File: src/rtl/cpu_pkg.sv
// Shared CPU types for the fetch/decode boundary: instruction/PC widths,
// the NOP encoding and the queued {instr, pc} entry.
package cpu_pkg;
  localparam int INSTR_W = 9;
  localparam int PC_W    = 16;

  localparam logic [INSTR_W-1:0] NOP = 9'h000;

  typedef struct packed {
    logic [INSTR_W-1:0] instr;
    logic [PC_W-1:0]    pc;
  } if_entry_t;
endpackage

File: src/rtl/if_id_queue_if.sv
// Fetch/decode handshake bundle for if_id_queue. The master is the fetch/decode
// pair driving the queue; the slave is the queue itself.
interface if_id_queue_if #(parameter int DEPTH = 4);
  import cpu_pkg::*;
  localparam int CW = $clog2(DEPTH) + 1;

  logic               flush;
  logic               in_valid;
  logic               in_ready;
  logic [INSTR_W-1:0] in_instr;
  logic [PC_W-1:0]    in_pc;
  logic               out_valid;
  logic               out_ready;
  logic [INSTR_W-1:0] out_instr;
  logic [PC_W-1:0]    out_pc;
  logic [CW-1:0]      count;

  modport master (
    output flush, in_valid, in_instr, in_pc, out_ready,
    input  in_ready, out_valid, out_instr, out_pc, count
  );

  modport slave (
    input  flush, in_valid, in_instr, in_pc, out_ready,
    output in_ready, out_valid, out_instr, out_pc, count
  );
endinterface

File: src/rtl/if_id_queue_mem.sv
// DEPTH-entry {instr, pc} register array: one synchronous write port and
// one asynchronous read port.
module if_id_queue_mem
  import cpu_pkg::*;
#(
  parameter int DEPTH = 4,
  parameter int AW    = $clog2(DEPTH)
) (
  input  logic          clk,
  input  logic          we,
  input  logic [AW-1:0] waddr,
  input  if_entry_t     wdata,
  input  logic [AW-1:0] raddr,
  output if_entry_t     rdata
);
  // Contents need no reset: the read port is only observed when count != 0.
  if_entry_t mem_q [DEPTH];

  always_ff @(posedge clk) begin
    if (we) mem_q[waddr] <= wdata;
  end

  assign rdata = mem_q[raddr];
endmodule

File: src/rtl/if_id_queue.sv
// Fetch-to-decode instruction queue with flush on taken branch/jump.
// Optional zero-latency bypass when empty: define IF_ID_FALL_THROUGH_EN.
module if_id_queue
  import cpu_pkg::*;
#(
  parameter int DEPTH = 4
) (
  input  logic         clk,
  input  logic         rst_n,
  if_id_queue_if.slave q
);
  localparam int AW = $clog2(DEPTH);
  localparam int CW = AW + 1;

  logic [AW-1:0] rd_ptr_q, rd_ptr_d, wr_ptr_q, wr_ptr_d;
  logic [CW-1:0] count_q, count_d;
  logic          empty, full, bypass, push, pop, thru, do_push, do_pop;
  if_entry_t     wdata, rdata, out_entry;

  assign empty = (count_q == '0);
  assign full  = (count_q == CW'(DEPTH));

  always_comb begin
    bypass = 1'b0;
`ifdef IF_ID_FALL_THROUGH_EN
    bypass = empty && q.in_valid && !q.flush;
`endif
  end

  assign q.in_ready  = !full;
  assign q.out_valid = !empty || bypass;
  assign q.count     = count_q;

  always_comb begin
    out_entry = '{instr: NOP, pc: '0};
    if (!empty)      out_entry = rdata;
    else if (bypass) out_entry = '{instr: q.in_instr, pc: q.in_pc};
  end

  assign q.out_instr = out_entry.instr;
  assign q.out_pc    = out_entry.pc;

  assign push = q.in_valid && q.in_ready && !q.flush;
  assign pop  = q.out_valid && q.out_ready && !q.flush;
  // A bypassed word taken in the same cycle never touches storage.
  assign thru    = bypass && q.out_ready;
  assign do_push = push && !thru;
  assign do_pop  = pop && !thru;

  always_comb begin
    rd_ptr_d = rd_ptr_q;
    wr_ptr_d = wr_ptr_q;
    count_d  = count_q;
    if (q.flush) begin
      rd_ptr_d = '0;
      wr_ptr_d = '0;
      count_d  = '0;
    end else begin
      if (do_push) wr_ptr_d = wr_ptr_q + AW'(1);
      if (do_pop)  rd_ptr_d = rd_ptr_q + AW'(1);
      count_d = count_q + CW'(do_push) - CW'(do_pop);
    end
  end

  always_ff @(posedge clk or negedge rst_n) begin
    if (!rst_n) begin
      rd_ptr_q <= '0;
      wr_ptr_q <= '0;
      count_q  <= '0;
    end else begin
      rd_ptr_q <= rd_ptr_d;
      wr_ptr_q <= wr_ptr_d;
      count_q  <= count_d;
    end
  end

  assign wdata = '{instr: q.in_instr, pc: q.in_pc};

  if_id_queue_mem #(.DEPTH(DEPTH)) u_mem (
    .clk   (clk),
    .we    (do_push),
    .waddr (wr_ptr_q),
    .wdata (wdata),
    .raddr (rd_ptr_q),
    .rdata (rdata)
  );
endmodule
File: src/flat_wrapper.sv
// flat-port wrapper written by rule: the top's interface ports become plain ports
module if_id_queue_flat import cpu_pkg::*;
#(
  parameter int DEPTH = 4
)
  (clk, rst_n, q_flush, q_in_valid, q_in_instr, q_in_pc, q_out_ready, q_in_ready, q_out_valid, q_out_instr, q_out_pc, q_count);
  if_id_queue_if #(.DEPTH(DEPTH)) q_i ();
  input  logic clk;
  input  logic rst_n;
  input wire logic [$bits(q_i.flush)-1:0] q_flush;
  input wire logic [$bits(q_i.in_valid)-1:0] q_in_valid;
  input wire logic [$bits(q_i.in_instr)-1:0] q_in_instr;
  input wire logic [$bits(q_i.in_pc)-1:0] q_in_pc;
  input wire logic [$bits(q_i.out_ready)-1:0] q_out_ready;
  output wire logic [$bits(q_i.in_ready)-1:0] q_in_ready;
  output wire logic [$bits(q_i.out_valid)-1:0] q_out_valid;
  output wire logic [$bits(q_i.out_instr)-1:0] q_out_instr;
  output wire logic [$bits(q_i.out_pc)-1:0] q_out_pc;
  output wire logic [$bits(q_i.count)-1:0] q_count;
  assign q_i.flush = q_flush;
  assign q_i.in_valid = q_in_valid;
  assign q_i.in_instr = q_in_instr;
  assign q_i.in_pc = q_in_pc;
  assign q_i.out_ready = q_out_ready;
  assign q_in_ready = q_i.in_ready;
  assign q_out_valid = q_i.out_valid;
  assign q_out_instr = q_i.out_instr;
  assign q_out_pc = q_i.out_pc;
  assign q_count = q_i.count;
  if_id_queue #(.DEPTH(DEPTH)) u_core (.clk(clk), .rst_n(rst_n), .q(q_i));
endmodule
File: config.mk
export PLATFORM = sky130hd
export DESIGN_NAME = if_id_queue_flat
export DESIGN_NICKNAME = d
export VERILOG_FILES = /design/src/rtl/cpu_pkg.sv /design/src/rtl/if_id_queue_if.sv /design/src/rtl/if_id_queue_mem.sv /design/src/rtl/if_id_queue.sv /design/src/flat_wrapper.sv
export SDC_FILE = /design/constraint.sdc
export NUM_CORES = 1
export LEC_CHECK = 0
export CAP_MARGIN = 20
export CORE_MARGIN = 2
export CORE_UTILIZATION = 40
export DETAILED_ROUTE_END_ITERATION = 10
export MAX_ROUTING_LAYER = met4
export SYNTH_ARGS = -nofsm -noshare
export SYNTH_HDL_FRONTEND = slang
export SYNTH_SLANG_ARGS = --single-unit
File: constraint.sdc
create_clock -name clk -period 5.72 [get_ports clk]
set_input_delay 1.716 -clock clk [delete_from_list [all_inputs] [get_ports clk]]
set_output_delay 1.716 -clock clk [all_outputs]
set_load 0.05 [all_outputs]
## Word level (Yosys, flattened, before mapping)

Memory sizes are Yosys's and may differ from the RTL's.
Index checks and enable logic that the tools add are counted.
W data, S select, Z words.

- Register bits: 7
- RAM bits: 100
- Bits of input ports: 30
- Output and inout bits: 30
- Word-level logic and storage cells: 27
- Memories: 1

- Add/sub/neg operators: 4
- Equality and inequality tests: 1
- Mux-type cells: 8
- Reduce and logical (&&, ||, !) cells: 10

Memories:

| memory | words | bits a word | read ports | clocked after Yosys merged registers in | wr ports | RTL line | text |
|---|---|---|---|---|---|---|---|
| u_core.u_mem.mem_q | 4 | 25 | 1 | 0 | 1 | if_id_queue_mem.sv:17 | `if_entry_t mem_q [DEPTH];` |

Operators with widths:

| operator | number |
|---|---|
| $mux W25 | 1 |
| $mux W2 | 4 |
| $add A2 B1 Y2 const B | 2 |
| $logic_and A1 B1 Y1 | 4 |
| $reduce_bool A2 Y1 | 2 |
| $add A3 B1 Y3 | 1 |
| $eq A3 B3 Y1 const B | 1 |
| $logic_not A1 Y1 | 3 |
| $logic_not A3 Y1 | 1 |
| $mux W3 | 1 |
| $sub A3 B1 Y3 | 1 |
| $mux W1 | 2 |

## Depth between registers and ports, before layout

Gate-level depths: netlist of the first run.

- Word-level depth: 7
- Depth in mapped cells: 10
- Mapped depth without buffers: 10

## Hierarchy

A second synthesis of the first run with hierarchy kept.

- Cell total of the unflattened synthesis: 201
- Area total of the unflattened synthesis: 4,261.6 um^2

By module, submodules not included:

| module | instances | cells an instance | area an instance (um^2) | seq. area each (um^2) |
|---|---|---|---|---|
| if_id_queue_mem | 1 | 135 | 3,682.3 | 3,002.9 |
| if_id_queue | 1 | 66 | 579.3 | 175.2 |

## Worst setup path after synthesis of the first run

Ideal clock, no wire load.

- Kind: reg2out
- From: register u_core.count_q[1], in the netlist u_core.q.count[1]
- To: output port q_out_pc[10]
- Arrival: 1,830 ps
- Path slack: 2,174 ps
- Stages on the path, launching flop included: 4
- Buffers on the path: 1
- Path through: dfrtp_1 -> nor3_4 -> clkbuf_1 -> nor2b_1

- Cells in the longest elaborated chain, start to end: 2

RTL lines:

| what | RTL line | text |
|---|---|---|
| start, declared | if_id_queue.sv:16 | `logic [CW-1:0] count_q, count_d;` |
| start signal, assigned | if_id_queue.sv:73 | `count_q <= count_d;` |
| $logic_not A3 Y1 | if_id_queue.sv:20 | `assign empty = (count_q == '0);` |
| $mux W25 | if_id_queue.sv:36 | `if (!empty) out_entry = rdata;` |
| end, declared | flat_wrapper.sv:18 | `output wire logic [$bits(q_i.out_pc)-1:0] q_out_pc;` |

No other way between the ends.

## Final worst setup path of the first run

- From: register u_core.rd_ptr_q[0]
- To: output port q_out_pc[1]

- Cells in the longest elaborated chain, start to end: 2

RTL lines:

| what | RTL line | text |
|---|---|---|
| start, declared | if_id_queue.sv:15 | `logic [AW-1:0] rd_ptr_q, rd_ptr_d, wr_ptr_q, wr_ptr_d;` |
| start signal, assigned | if_id_queue.sv:71 | `rd_ptr_q <= rd_ptr_d;` |
| $mem_v2 Z4 W25 | -- |  |
| $mux W25 | if_id_queue.sv:36 |  |

No other way between the ends.

==> metrics.sh, run 1 <==
CLK_PIN_SLEW_NS=0.09
MAXSLEWVIOLCOUNT=0
CLK_SKEW_NS=0.00879
CRIT_BUF_INV=1
X_DIMENSION_OF_THE_DIE_UM=108
CTS_REPAIR_RESIZE_COUNT=0
SYNTHESIS.INSTANCES=209
SYN-MEAN-INSTANCE-AREA_UM2=20.6
CPMAXSTAGEDELAYCELL='dfrtp_2'
PORT_BUFFERS=59
POST_CTS_BUFFERS=0
NETLIST_TOP_CELLS_COUNT='edfxtp_1 (100), nor2b_1 (24), mux4_2 (18)'
SYNTH-MAIN-FF-CELL='edfxtp_1'
CLOCK_TREE.BUFFER_DEPTH=2
HP-CLASS='flop to flop'
SYNTHESIS.AREA_UM2=4310
PLACE_CONGESTION=0.732
FIN_TNS_SETUP_NS=0
SYNTH_TOP_CELL_AREA_SHARE_PCT=69.7
DESIGN.DIE.AREA_UM2=11600
N_ANTENNA_CELL=0
CAP_VIOL_MAX_COUNT=0
STATIC-LEAKAGE-POWER_nW=1.71
DRIVE_GT1_SHARE_PCT=14.6
PLACEDINSTANCEAREA_UM2=5030
END_KIND='output pin'
GRT_ANTENNA_BEFORE_REPAIR=0
FINISH.UTILIZATION_PCT=50.4
NUM-NETS-FINAL=313
FLOORPLAN.CORE_AREA_UM2=10400
CTS.SINKS=107
SYNTH-ASYNC-RESET-RATIO_PCT=6.54
ANT_NETS=0
NUM_IO_PINS=60
YS_SEQ_AREA_SHARE_PCT=73.8
LAYOUT.FILLER_CELLS=897
WL_PER_CELL_UM=17.5
P_PER_AREA_nW_PER_UM2=455
TOTALWIRELENGTH_UM=7300
HOLD_VIOL=0
GRT_PASS1_VIAS=2201
WORST_PATH_MAXIMUM_FANOUT=27
SYNTH_EDF_COUNT=100
CRIT_REQUIRED_NS=4.00
PLACE_HPWL_UM=4700
FMAX_MHz=220
WORST_SLEW_PIN_SLEW_NS=0.895
SETUP_VIOL=0
CTSROOTBUFFERMASTER='clkbuf_8'
POST_LAYOUT_NONFILLER_INSTANCES=417
DIE_HEIGHT_UM=108
COMBINED_GLOBAL_ROUTE_UTILIZATION_OF_ALL_METAL_LAYERS_PCT=14.2
ROUTE.DETAILED.VIAS_PER_INST=4.91
FINAL_AREA_UM2=5230
DRT_DRC=0
CTS_MADE_BUFFERS=9
OUTCOME='completed'
SYNTHESIS.YOSYS.WARNINGS=0
FINAL_MIN_PERIOD_OVER_CLOCK_PERIOD_PCT=79.5
PERIOD_MINUS_SLACK_NS=4.55
SYNTHDOMINANTAREACELLTYPE='edfxtp_1'
CTS_HOLD_REPAIR.BUFFERS=0
CRITICAL_PATH_CLASS='flop to output pin'
MULTI_INPUT_AREA_UM2=1020
GRT_FIRST_PASS_WIRELENGTH_UM=11600
SLOWEST_DELAY_NS=0.96
CTS_TREE='built'
DRT_ITER0_MARKERS=58
DRT_FIRST_PASS_ITERS=4
WORST_SKEW_PAIR.LATE_LATENCY_NS=0.35
CTS-HTREE-LEVELS=3
START_KIND='flop'
FF2FF_SETUP_SLACK_NS=3.26
FLOORPLAN.INITIALDENSITY_PCT=41.5
SYNTH-SEQ-CELLS=107
FINAL-SEQ-AREA_UM2=3180
VIAS=2047
SYNTH.MOST_COMMON_CELL='edfxtp_1'
YOSYSUNIQUECELLTYPES=27
PATH_DELAY_FAMILY='flip-flops'
NUMPLACEDINSTANCES=401
CP_CELL_SEQUENCE='mux4_1 -> nor2b_1 -> clkdlybuf4s50_1'
PRECTSSETUPSLACK_NS=1.48
SYNTH.TOP_CELLS.BY_AREA='edfxtp_1 (70%), mux4_2 (9.4%), mux4_1 (4.3%)'
LAYOUT-AREA-OVERHEAD-VS-SYNTH_PCT=21.4
POSTSYNTHNETCOUNT=246
CORE.ROWCOUNT=37
FINALWORSTSETUPSLACK_NS=1.17
WORST_EP_ARRIVAL_TIME_NS=2.83
IRDROPWORSTVDD_V=0.000192
RELSLEWSLACK_PCT=40.3
GRT_START_MAX_NET_PINS=28
GRT-OVFL-TOTAL=0
RSZ0062_AT_GRT='no'
[power by group]
part | leakage (nW) | switching [W] | total [W] | internal, W
Combinational | 0.617 | 0.000579 | 0.000950 | 0.000371
Sequential | 1.00 | 0.0000717 | 0.000983 | 0.000911
Clock | 0.0943 | 0.000242 | 0.000444 | 0.000203
Total | 1.71 | 0.000892 | 0.00238 | 0.00148
[cells by family (layout without fill, tap and decap cells)]
kind of cell             Yosys count  in the layout  share of synthesized area (%)
adder cells (fa/ha/maj)            7              7                           2.21
AO/OA/AOI/OAI                      5              5                          0.697
buffers and inverters             16             88                           2.41
multiplexers                      27             27                           14.2
XOR/XNOR                           2              2                          0.407
flip-flops                       107            107                           73.8
AND/OR/NAND/NOR                   45             45                           6.28
[flip-flops by register name, indices dropped and copies added (netlist names)]
| signal | cells |
|---|---|
| u_core.q.count | 3 |
| u_core.rd_ptr_q | 2 |
| u_core.u_mem.mem_q | 100 |
| u_core.wr_ptr_q | 2 |
[worst reg2reg max path: stages, from the launching register on]
cell and delay (ns):
dfrtp_1 0.52, nor2_1 0.13, a211oi_1 0.52, and2_1 0.63, buf_4 0.36
[layer usage]
metal  GRT usage (%)  share of wire, %
met5               -                 0
met4            4.67               1.2
met3            3.51               4.0
met2            23.2                51
met1            17.5                44
[metrics by stage]
stage / hold slack [ns] / total power (W)
6_report: 0.625 / 0.00238
5_1_grt: 0.641 / 0.00250
4_1_cts: 0.623 / 0.00241
3_5_place_dp: 0.609 / 0.00197
3_3_place_gp: 0.594 / 0.00197
2_1_floorplan: 0.555 / 0.00168
[final timing paths]
kind                                                 end  depth (start not counted)                from
min in group asynchronous              u_core.q.count[2]                          1               rst_n
worst max-delay path                         q_out_pc[1]                          3  u_core.rd_ptr_q[0]
max in group asynchronous             u_core.rd_ptr_q[0]                          1               rst_n
worst min register to register        u_core.wr_ptr_q[1]                          2  u_core.wr_ptr_q[1]
worst min-delay path                  u_core.wr_ptr_q[1]                          2  u_core.wr_ptr_q[1]
worst max register to register  u_core.u_mem.mem_q[2][4]                          4   u_core.q.count[1]
[placed cells by master, fill, tap and decap left out, types with 6 or more instances in the layout]
| cell | instances |
|---|---|
| inv_1 | 7 |
| ha_1 | 6 |
| nor2b_1 | 24 |
| mux4_2 | 18 |
| nor2_1 | 7 |
| clkbuf_8 | 9 |
| dfrtp_1 | 6 |
| clkdlybuf4s50_1 | 59 |
| mux4_1 | 7 |
| buf_4 | 6 |
| edfxtp_1 | 100 |
[area by class of cell]
cell class	count	share of cell area (%)
flip-flops and latches	107	60.8
well taps	136	3.26
multi-input cells	86	19.6
clock buffers	10	2.44
inverters	7	0.503
clock inverters	6	1.22
repair buffers	65	12.2
Power figures use the tool's default switching activity.
==> inputs of run 2 (changes only) <==
clock period = 4 ns   (was 5.72 ns; I/O delays follow)
==> run 2 against run 1 <==
  * Sequential share of layout area decreased by 0.71 points
  * Largest power group is now combinational cells
  * Non-clock buffer count increased by 4
  * Wire length grew 2.8%
  * Clock skew grew 0.0023 ns
  * Utilization is 0.59 points higher
  * Register-to-register slack worse by 1.6 ns
==> metrics.sh, run 2 (same netlist as run 1, synthesis figures left out) <==
X_DIMENSION_OF_THE_DIE_UM=108
SEQ_POWER_SHARE_PCT=39.6
WORST_EP_ARRIVAL_TIME_NS=2.48
TOTALWIRELENGTH_UM=7500
LAYOUT-AREA-OVERHEAD-VS-SYNTH_PCT=22.8
PRECTSSETUPSLACK_NS=0.496
END_KIND='output pin'
PERIOD_MINUS_SLACK_NS=3.68
DRIVE_GT1_SHARE_PCT=19.6
FLOORPLAN.INITIALDENSITY_PCT=41.5
DRT_DRC=0
POWER.SHARE.SWITCHING_PCT=37.9
COMBINED_GLOBAL_ROUTE_UTILIZATION_OF_ALL_METAL_LAYERS_PCT=14.3
CAP_VIOL_MAX_COUNT=0
PLACE_CONGESTION=0.685
CORE.ROWCOUNT=37
FINAL_MIN_PERIOD_OVER_CLOCK_PERIOD_PCT=92.1
DIE_HEIGHT_UM=108
CTS_REPAIR_RESIZE_COUNT=0
NUM_IO_PINS=60
CRITICAL_PATH_CLASS='flop to output pin'
VIAS=2066
FIN_TNS_SETUP_NS=0
ROUTE.DETAILED.VIAS_PER_INST=4.91
TOP_REGISTER='u_core.u_mem.mem_q'
GRT_ANTENNA_BEFORE_REPAIR=0
GRT_START_MAX_NET_PINS=29
CLOCK_TREE.BUFFER_DEPTH=2
CTS_MADE_BUFFERS=9
START_KIND='flop'
GRT_PASS1_VIAS=2158
TOTAL_POWER_W=0.00344
P_PER_AREA_nW_PER_UM2=651
RELSLEWSLACK_PCT=66.4
OUTCOME='completed'
CTSROOTBUFFERMASTER='clkbuf_8'
DRT_FIRST_PASS_ITERS=4
MAXSLEWVIOLCOUNT=0
NUM-NETS-FINAL=317
PLACE_HPWL_UM=4760
ANT_NETS=0
GRT_FIRST_PASS_WIRELENGTH_UM=11700
P_CLK_SHARE_PCT=19.2
LARGEST_REGISTER_FFS=100
FINALWORSTSETUPSLACK_NS=0.316
INTPOWER_W=0.00214
FLOORPLAN.CORE_AREA_UM2=10400
CLK_PIN_SLEW_NS=0.09
WL_PER_CELL_UM=17.8
HOLD_VIOL=0
PORT_BUFFERS=59
FMAX_MHz=271
WORST_SLEW_PIN_SLEW_NS=0.503
RSZ0062_AT_GRT='no'
SETUP_VIOL=0
HP-CLASS='flop to flop'
POWER.SWITCHING_W=0.00131
CRIT_REQUIRED_NS=2.80
CTS_HOLD_REPAIR.BUFFERS=0
WORST_PATH_MAXIMUM_FANOUT=14
STATIC-LEAKAGE-POWER_nW=1.77
COMMONEST_CELLS_AFTER_ROUTING_FILL_AND_TAPS_ASIDE='edfxtp_1 (100), clkdlybuf4s50_1 (49), nor2b_1 (24), mux4_2 (18), buf_4 (16)'
FINAL_COMMON_CELL='edfxtp_1'
COMB_POWER_SHARE_PCT=41.2
WORST_SKEW_PAIR.LATE_LATENCY_NS=0.36
CTS-HTREE-LEVELS=3
POST_CTS_BUFFERS=0
IRDROPWORSTVDD_V=0.000349
GRT-OVFL-TOTAL=0
CLK_SKEW_NS=0.0111
N_ANTENNA_CELL=0
CTS.SINKS=107
LAYOUT.FILLER_CELLS=872
DESIGN.DIE.AREA_UM2=11600
CTS_TREE='built'
DRT_ITER0_MARKERS=93
## run 2: cell types whose count changed in the layout (fill, tap and decap cells not counted), sizes merged
cell and delta:
inv +2, clkinvlp -1, clkbuf -1, buf +14
clkdlybuf4s50 -10
## run 2: path summary, 6_finish.rpt
kind	start	end	slack (ns)	depth (start not counted)
setup / recovery	u_core.rd_ptr_q[0]	q_out_pc[5]	0.32	4
hold / removal	u_core.wr_ptr_q[1]	u_core.wr_ptr_q[1]	0.60	2
setup reg to reg	u_core.q.count[1]	u_core.q.count[2]	1.61	10
hold reg to reg	u_core.wr_ptr_q[1]	u_core.wr_ptr_q[1]	0.60	2
max in group asynchronous	rst_n	u_core.rd_ptr_q[0]	2.61	1
min in group asynchronous	rst_n	u_core.q.count[0]	1.11	1
## run 2: worst max-delay path: stages, from the launching register on
cell and delay [ns]:
dfrtp_2 0.53, buf_12 0.21, mux4_1 0.54, nor2b_1 0.14
clkdlybuf4s50_1 0.71
## run 2: power groups by stage
stage	clock [W]	combinational [W]	sequential [W]
finish	0.000662	0.00142	0.00136
detailed placement	0	0.00145	0.00139
CTS	0.000677	0.00145	0.00137
floorplan	0	0.00100	0.00140
global placement	0	0.00144	0.00139
global route	0.000723	0.00151	0.00137
## run 2: routing by layer
metal  routed length, um  GRT usage, %  up-vias
met4                  78          4.67        0
li1                    -             -      962
met5                   0             -        -
met2                3820          22.5       47
met3                 378          3.81        9
met1                3230          18.3     1048
## run 2: stage by stage
stage / instance area [um^2] / hold WS [ns] / util, % / cells
after floorplan: 4310 / 0.555 / - / 209
after global placement: 5090 / 0.580 / 49.1 / 405
after detailed placement: 5090 / 0.593 / 49.1 / 405
after CTS: 5290 / 0.608 / 51.0 / 421
after global routing: 5290 / 0.637 / 51.0 / 421
final: 5290 / 0.603 / 51.0 / 421
## run 2: cell type report
| class | instances | area, um^2 | share of cell area (%) |
|---|---|---|---|
| well taps | 136 | 170 | 3.22 |
| multi-input cells | 86 | 1020 | 19.4 |
| flip-flops and latches | 107 | 3180 | 60.1 |
| clock buffers | 9 | 124 | 2.34 |
| inverters | 7 | 26.3 | 0.497 |
| repair buffers | 69 | 691 | 13.1 |
| clock inverters | 7 | 73.8 | 1.40 |
==> inputs of run 3 (changes only) <==
CAP_MARGIN = not set   (was 20)
HOLD_SLACK_MARGIN = 0.15   (was not set)
==> results of run 3 <==
Final layout, timing and power as in run 2 (identical DEF).
